==> src/rtl/bsg_mem_1rw_sync_mask_bit_ram_pkg.sv <==
// Shared helpers for the generic 1rw sync mask-bit RAM.
// Holds the safe clog2 used to size address ports.
package bsg_mem_1rw_sync_mask_bit_ram_pkg;

    // A one-word memory still needs a one-bit address port.
    function automatic int safe_clog2(input int n);
        return (n <= 1) ? 1 : $clog2(n);
    endfunction

endpackage

==> src/rtl/bsg_mem_1rw_sync_mask_bit_ram_if.sv <==
// Access bus of the 1rw sync mask-bit RAM; master issues accesses, slave returns read data.
interface bsg_mem_1rw_sync_mask_bit_ram_if
    import bsg_mem_1rw_sync_mask_bit_ram_pkg::*;
#(
    parameter int width_p = 8,
    parameter int els_p   = 16
);
    localparam int addr_width_lp = safe_clog2(els_p);

    logic [width_p-1:0]       data_i;
    logic [addr_width_lp-1:0] addr_i;
    logic                     v_i;
    logic [width_p-1:0]       w_mask_i;
    logic                     w_i;
    logic [width_p-1:0]       data_o;

    modport master (
        output data_i, addr_i, v_i, w_mask_i, w_i,
        input  data_o
    );

    modport slave (
        input  data_i, addr_i, v_i, w_mask_i, w_i,
        output data_o
    );

endinterface

==> src/rtl/bsg_mem_1rw_sync_mask_bit_ram_array.sv <==
// Storage array: per-bit masked synchronous write, combinational read mux. Not reset.
module bsg_mem_1rw_sync_mask_bit_ram_array #(
    parameter int width_p       = 8,
    parameter int els_p         = 16,
    parameter int addr_width_lp = 4
) (
    input  logic                     clk_i,
    input  logic                     w_en_i,
    input  logic [addr_width_lp-1:0] addr_i,
    input  logic [width_p-1:0]       data_i,
    input  logic [width_p-1:0]       w_mask_i,
    output logic [width_p-1:0]       data_o
);

    logic [width_p-1:0] mem [els_p];

    always_ff @(posedge clk_i) begin
        if (w_en_i) begin
            mem[addr_i] <= (mem[addr_i] & ~w_mask_i) | (data_i & w_mask_i);
        end
    end

    assign data_o = mem[addr_i];

endmodule

==> src/rtl/bsg_mem_1rw_sync_mask_bit_ram.sv <==
// Generic single-port sync-read RAM with per-bit write mask and registered read data.
// Optional simulation-only address checker: define BSG_MEM_ADDR_CHECK_EN.
module bsg_mem_1rw_sync_mask_bit_ram
    import bsg_mem_1rw_sync_mask_bit_ram_pkg::*;
#(
    parameter int width_p           = 8,
    parameter int els_p             = 16,
    parameter int latch_last_read_p = 1
) (
    input  logic                             clk_i,
    input  logic                             reset_ni,
    bsg_mem_1rw_sync_mask_bit_ram_if.slave   bus
);

    localparam int addr_width_lp = safe_clog2(els_p);
    localparam logic [addr_width_lp:0] els_lp = (addr_width_lp + 1)'(els_p);

    logic               in_range;
    logic               write_en;
    logic               read_en;
    logic [width_p-1:0] array_data;
    logic [width_p-1:0] data_r;

    // Out-of-range addresses only occur when els_p is not a power of two.
    assign in_range = ({1'b0, bus.addr_i} < els_lp);
    assign write_en = reset_ni & bus.v_i & bus.w_i & in_range;
    assign read_en  = bus.v_i & ~bus.w_i;

    bsg_mem_1rw_sync_mask_bit_ram_array #(
        .width_p       (width_p),
        .els_p         (els_p),
        .addr_width_lp (addr_width_lp)
    ) array (
        .clk_i    (clk_i),
        .w_en_i   (write_en),
        .addr_i   (bus.addr_i),
        .data_i   (bus.data_i),
        .w_mask_i (bus.w_mask_i),
        .data_o   (array_data)
    );

    always_ff @(posedge clk_i or negedge reset_ni) begin
        if (!reset_ni) begin
            data_r <= '0;
        end else if (read_en) begin
            data_r <= in_range ? array_data : '0;
        end else if (latch_last_read_p == 0) begin
            data_r <= '0;
        end
    end

    assign bus.data_o = data_r;

`ifdef BSG_MEM_ADDR_CHECK_EN
    initial begin
        $display("%m: width_p=%0d els_p=%0d", width_p, els_p);
    end

    always @(posedge clk_i) begin
        if (bus.v_i && !in_range) begin
            $error("%m: address %0d out of range (els_p=%0d)", bus.addr_i, els_p);
        end
    end
`else
`endif

endmodule

==> src/flat_wrapper.sv <==
// flat-port wrapper written by rule: the top's interface ports become plain ports
module bsg_mem_1rw_sync_mask_bit_ram_flat import bsg_mem_1rw_sync_mask_bit_ram_pkg::*;
#(
    parameter int width_p           = 8,
    parameter int els_p             = 16,
    parameter int latch_last_read_p = 1
)
  (clk_i, reset_ni, bus_data_i, bus_addr_i, bus_v_i, bus_w_mask_i, bus_w_i, bus_data_o);
  bsg_mem_1rw_sync_mask_bit_ram_if #(.width_p(width_p), .els_p(els_p)) bus_i ();
  input  logic clk_i;
  input  logic reset_ni;
  input wire logic [$bits(bus_i.data_i)-1:0] bus_data_i;
  input wire logic [$bits(bus_i.addr_i)-1:0] bus_addr_i;
  input wire logic [$bits(bus_i.v_i)-1:0] bus_v_i;
  input wire logic [$bits(bus_i.w_mask_i)-1:0] bus_w_mask_i;
  input wire logic [$bits(bus_i.w_i)-1:0] bus_w_i;
  output wire logic [$bits(bus_i.data_o)-1:0] bus_data_o;
  assign bus_i.data_i = bus_data_i;
  assign bus_i.addr_i = bus_addr_i;
  assign bus_i.v_i = bus_v_i;
  assign bus_i.w_mask_i = bus_w_mask_i;
  assign bus_i.w_i = bus_w_i;
  assign bus_data_o = bus_i.data_o;
  bsg_mem_1rw_sync_mask_bit_ram #(.width_p(width_p), .els_p(els_p), .latch_last_read_p(latch_last_read_p)) u_core (.clk_i(clk_i), .reset_ni(reset_ni), .bus(bus_i));
endmodule
==> config.mk <==
export PLATFORM = sky130hd
export DESIGN_NAME = bsg_mem_1rw_sync_mask_bit_ram_flat
export DESIGN_NICKNAME = d
export VERILOG_FILES = /design/src/rtl/bsg_mem_1rw_sync_mask_bit_ram_pkg.sv /design/src/rtl/bsg_mem_1rw_sync_mask_bit_ram_if.sv /design/src/rtl/bsg_mem_1rw_sync_mask_bit_ram_array.sv /design/src/rtl/bsg_mem_1rw_sync_mask_bit_ram.sv /design/src/flat_wrapper.sv
export SDC_FILE = /design/constraint.sdc
export NUM_CORES = 1
export LEC_CHECK = 0
export ABC_CLOCK_PERIOD_IN_PS = 6000
export CAP_MARGIN = 40
export CORE_MARGIN = 2
export CORE_UTILIZATION = 25
export DETAILED_ROUTE_END_ITERATION = 7
export PLACE_DENSITY_LB_ADDON = 0.25
export RECOVER_POWER = 100
export SETUP_SLACK_MARGIN = 0.05
export SLEW_MARGIN = 20
export SYNTH_ARGS = -nofsm -noshare
export SYNTH_HDL_FRONTEND = slang
export SYNTH_HIERARCHICAL = 1
export SYNTH_SLANG_ARGS = --single-unit
==> constraint.sdc <==
create_clock -name clk_i -period 6 [get_ports clk_i]
set_input_delay 0.9 -clock clk_i [delete_from_list [all_inputs] [get_ports clk_i]]
set_output_delay 0.9 -clock clk_i [all_outputs]
set_load 0.03 [all_outputs]
==> flow_summary_export.csv <==
group,metric,value,unit
drt,route.met3.wl,836,µm
floorplan,fp.dieW,153.8,µm
layout,drive_above_1_share,18.35,%
cts,clock_latency,420,ps
critical_path,critical-path-top-delay-family,"buffers and inverters",
timing,timing.final.hold_violations,0,
cts,cts_max_level,4,
drt,wl_per_cell,20.33,µm
cts,clock_path_buffers,2,
floorplan,rows,54,
power_and_ir_drop,pwr-share-seq,47.5,%
floorplan,die-area,23660,µm²
critical_path,critPathMaxStageDelay,1040,ps
place,portBuffers,31,
synth,synthCells,302,
drt,wl_met1,6032,µm
synth,synth_area,5610,µm²
critical_path,cp.arrival,4610,ps
cts,cts_buffers,17,
timing,fin_skew,8.600,ps
global_route,grt_pass1_vias,3140,
cts,cts_sinks,136,
synth,syn_nets,326,
synth,ys_seq_area_share,72.08,%
synth,synth-seq-cells,136,
job,drv_cap,0,
power_and_ir_drop,powerDensity,332.0,nW/µm²
synth,synth.avg_cell_area,18.58,µm²
synth,synth_commonest_cells,"edfxtp_1, nor2_1, mux2i_1, mux2_2, mux4_2",
cts,post-cts-setup-buffers,0,
synth,netlist.area_leader.share,68.51,%
global_route,grtUsageTotal,11.94,%
drt,postRouteAntennaNets,0,
global_route,grt_max_degree,22,
min_path,hold_class,"flip-flop to flip-flop",
place,dp_slack,1998,ps
cts,clkTransAtPathRegs,60,ps
drt,via_per_inst,4.553,
synth,synth-edff-count,128,
power_and_ir_drop,p_clk_share,44.3,%
timing,slew_viol_final,0,
floorplan,ios,32,
timing,rsz0062_at_grt,"no",
cts,post_cts_resize_count,0,
power_and_ir_drop,total_power,2261,µW
place,hpwl,9602,µm
timing,max_freq,230.2,MHz
floorplan,start_util,25.55,%
drt,wl,13340,µm
critical_path,criticalPathCategory,"input port to flip-flop",
layout,post_layout_nonfiller_instances,656,
drt,drtPass1Iterations,4,
synth,synth_area_leaders,"edfxtp_1, mux4_2, dfrtp_1",
power_and_ir_drop,intPower,1779,µW
drt,dr_wl_met2,6218,µm
place,gp_congestion,0.7844,
layout,area_growth,21.39,%
synth,yosys.cell_count.top_type,"edfxtp_1",
synth,synth_cell_types,32,
synth,yosys_warnings,6,
drt,vias,2987,
power_and_ir_drop,power.share.switching,21.33,%
global_route,grt-ovfl-total,0,
global_route,grt_pass1_wl,20150,µm
cts,tritoncts,"built",
global_route,antenna_found_initial,0,
critical_path,crit_chain,"dlygate4sd3_1 -> clkbuf_1 -> mux4_2 -> o22ai_1 -> and2_0 -> a311oi_1 -> buf_4",
floorplan,fp.dieH,153.8,µm
drt,drc,0,
floorplan,core-area,21960,µm²
critical_path,critPathBufInv,3,
layout,n_fill_cell,2126,
layout,finalNetCount,388,
drt,first_iter_violations,274,
timing,holdWs,486.3,ps
power_and_ir_drop,ir_drop,0.2017,mV
place,placedCellCount,624,
cts,clockRootBuffer,"clkbuf_16",
outcome,status,"completed",
drt,top_layer,"met4",
timing,tns,0,ps
critical_path,worst-path-max-fanout,16,
critical_path,cp.required,6260,ps
critical_path,cp_slowest_cell,"dlygate4sd3_1",
synth,synth_ff_type,"edfxtp_1",
synth,synthArstFlopShare,5.882,%
critical_path,critPathCaptureType,"flip-flop",
synth,yosysTopAreaCell,"edfxtp_1",
timing,post-route-period-util,72.39,%
cts,postCtsHoldBufs,0,
power_and_ir_drop,p_sw,482.3,µW
timing,final.min_clock_period,4344,ps
critical_path,cp-start-kind,"input port",
timing,worst_slack,1656,ps
timing,relSlewSlack,11.83,%
layout,antenna_cells,0,
power_and_ir_drop,pwr-share-comb,8.2,%
timing,tightestPinTransition,1314,ps
timing,setup_viol_count_final,0,
power_and_ir_drop,leakage,0.002176,µW
## per-layer routing
layer,global-route usage [%],vias up
met3,3.354,19
li1,-,1337
met5,0,-
met1,15.69,1540
met4,5.741,0
met2,18.30,91
## state kept, by name, summed over array words and instances (netlist names)
signal and flops:
u_core/bus.data_o 8, u_core/array/mem 128
## cells in the final DEF, fill, tap and decap left out
cell / netlist / final
clkinv_2: 0 / 2
dfrtp_1: 8 / 8
a311oi_1: 8 / 6
and2_0: 0 / 6
a21oi_1: 8 / 8
bufinv_16: 0 / 3
buf_8: 1 / 1
or2_2: 1 / 1
clkinvlp_4: 0 / 2
o221ai_1: 8 / 8
nor2_1: 24 / 25
nand2_1: 2 / 2
mux4_1: 4 / 4
mux2_4: 8 / 1
or3b_1: 1 / 1
buf_2: 7 / 1
a22oi_2: 8 / 7
o22ai_1: 8 / 8
clkinv_1: 0 / 5
buf_4: 2 / 3
clkdlybuf4s50_1: 0 / 20
nor2b_4: 2 / 2
nand3_1: 1 / 1
and2_1: 8 / 2
edfxtp_1: 128 / 128
mux2_1: 1 / 8
dlygate4sd3_1: 0 / 10
nand2b_1: 3 / 3
inv_1: 8 / 8
mux2_2: 15 / 15
mux2i_1: 16 / 16
and3_1: 0 / 1
mux4_2: 12 / 12
clkbuf_16: 0 / 17
nand3b_1: 2 / 2
a311oi_2: 0 / 2
clkbuf_1: 1 / 26
a22oi_1: 0 / 1
## metrics by stage
step	area, µm²	util (%)
2_1_floorplan	5610	-
3_3_place_gp	6226	28.35
3_5_place_dp	6395	29.12
4_1_cts	6962	31.70
5_1_grt	6810	31.01
6_report	6810	31.01
## worst paths after layout
kind	start	end	slack, ps	cells past startpoint
worst max register to register	u_core/array/mem[14][0]	u_core/array/mem[3][0]	3520	5
worst min-delay path	u_core/bus.data_o[5]	u_core/bus.data_o[5]	490	1
worst max-delay path	bus_addr_i[2]	u_core/array/mem[3][0]	1660	7
worst min register to register	u_core/bus.data_o[5]	u_core/bus.data_o[5]	490	1
min in group asynchronous	reset_ni	u_core/bus.data_o[1]	860	1
max in group asynchronous	reset_ni	u_core/bus.data_o[6]	4850	1
## kinds of logic (layout without fill, tap and decap cells)
family	count (synthesis)	count (layout)	synth area share [%]
simple gates	46	46	4.327
buf+inv	24	98	2.810
mux	56	56	14.90
flops	136	136	72.08
compound gates	40	40	5.888
## power groups by stage
stage                     logic (µW)  registers (µW)  clock network (µW)
after detailed placement         208            1090                   0
after global routing             199            1080                1070
after CTS                        209            1070                1020
after global placement           198            1090                   0
final                            185            1070                1000
after floorplan                 96.2            1110                   0
## final cells by class
type	count	area [µm²]	share of cell area, %
inverter	8	30.03	0.4409
clock inverter	12	133.9	1.966
tap	280	350.3	5.144
sequential	136	4044	59.38
clock buffer	19	432.9	6.357
timing repair buffer	59	432.9	6.357
multi-input combinational	142	1386	20.36
No activity file was read; power rests on OpenSTA's default activity.
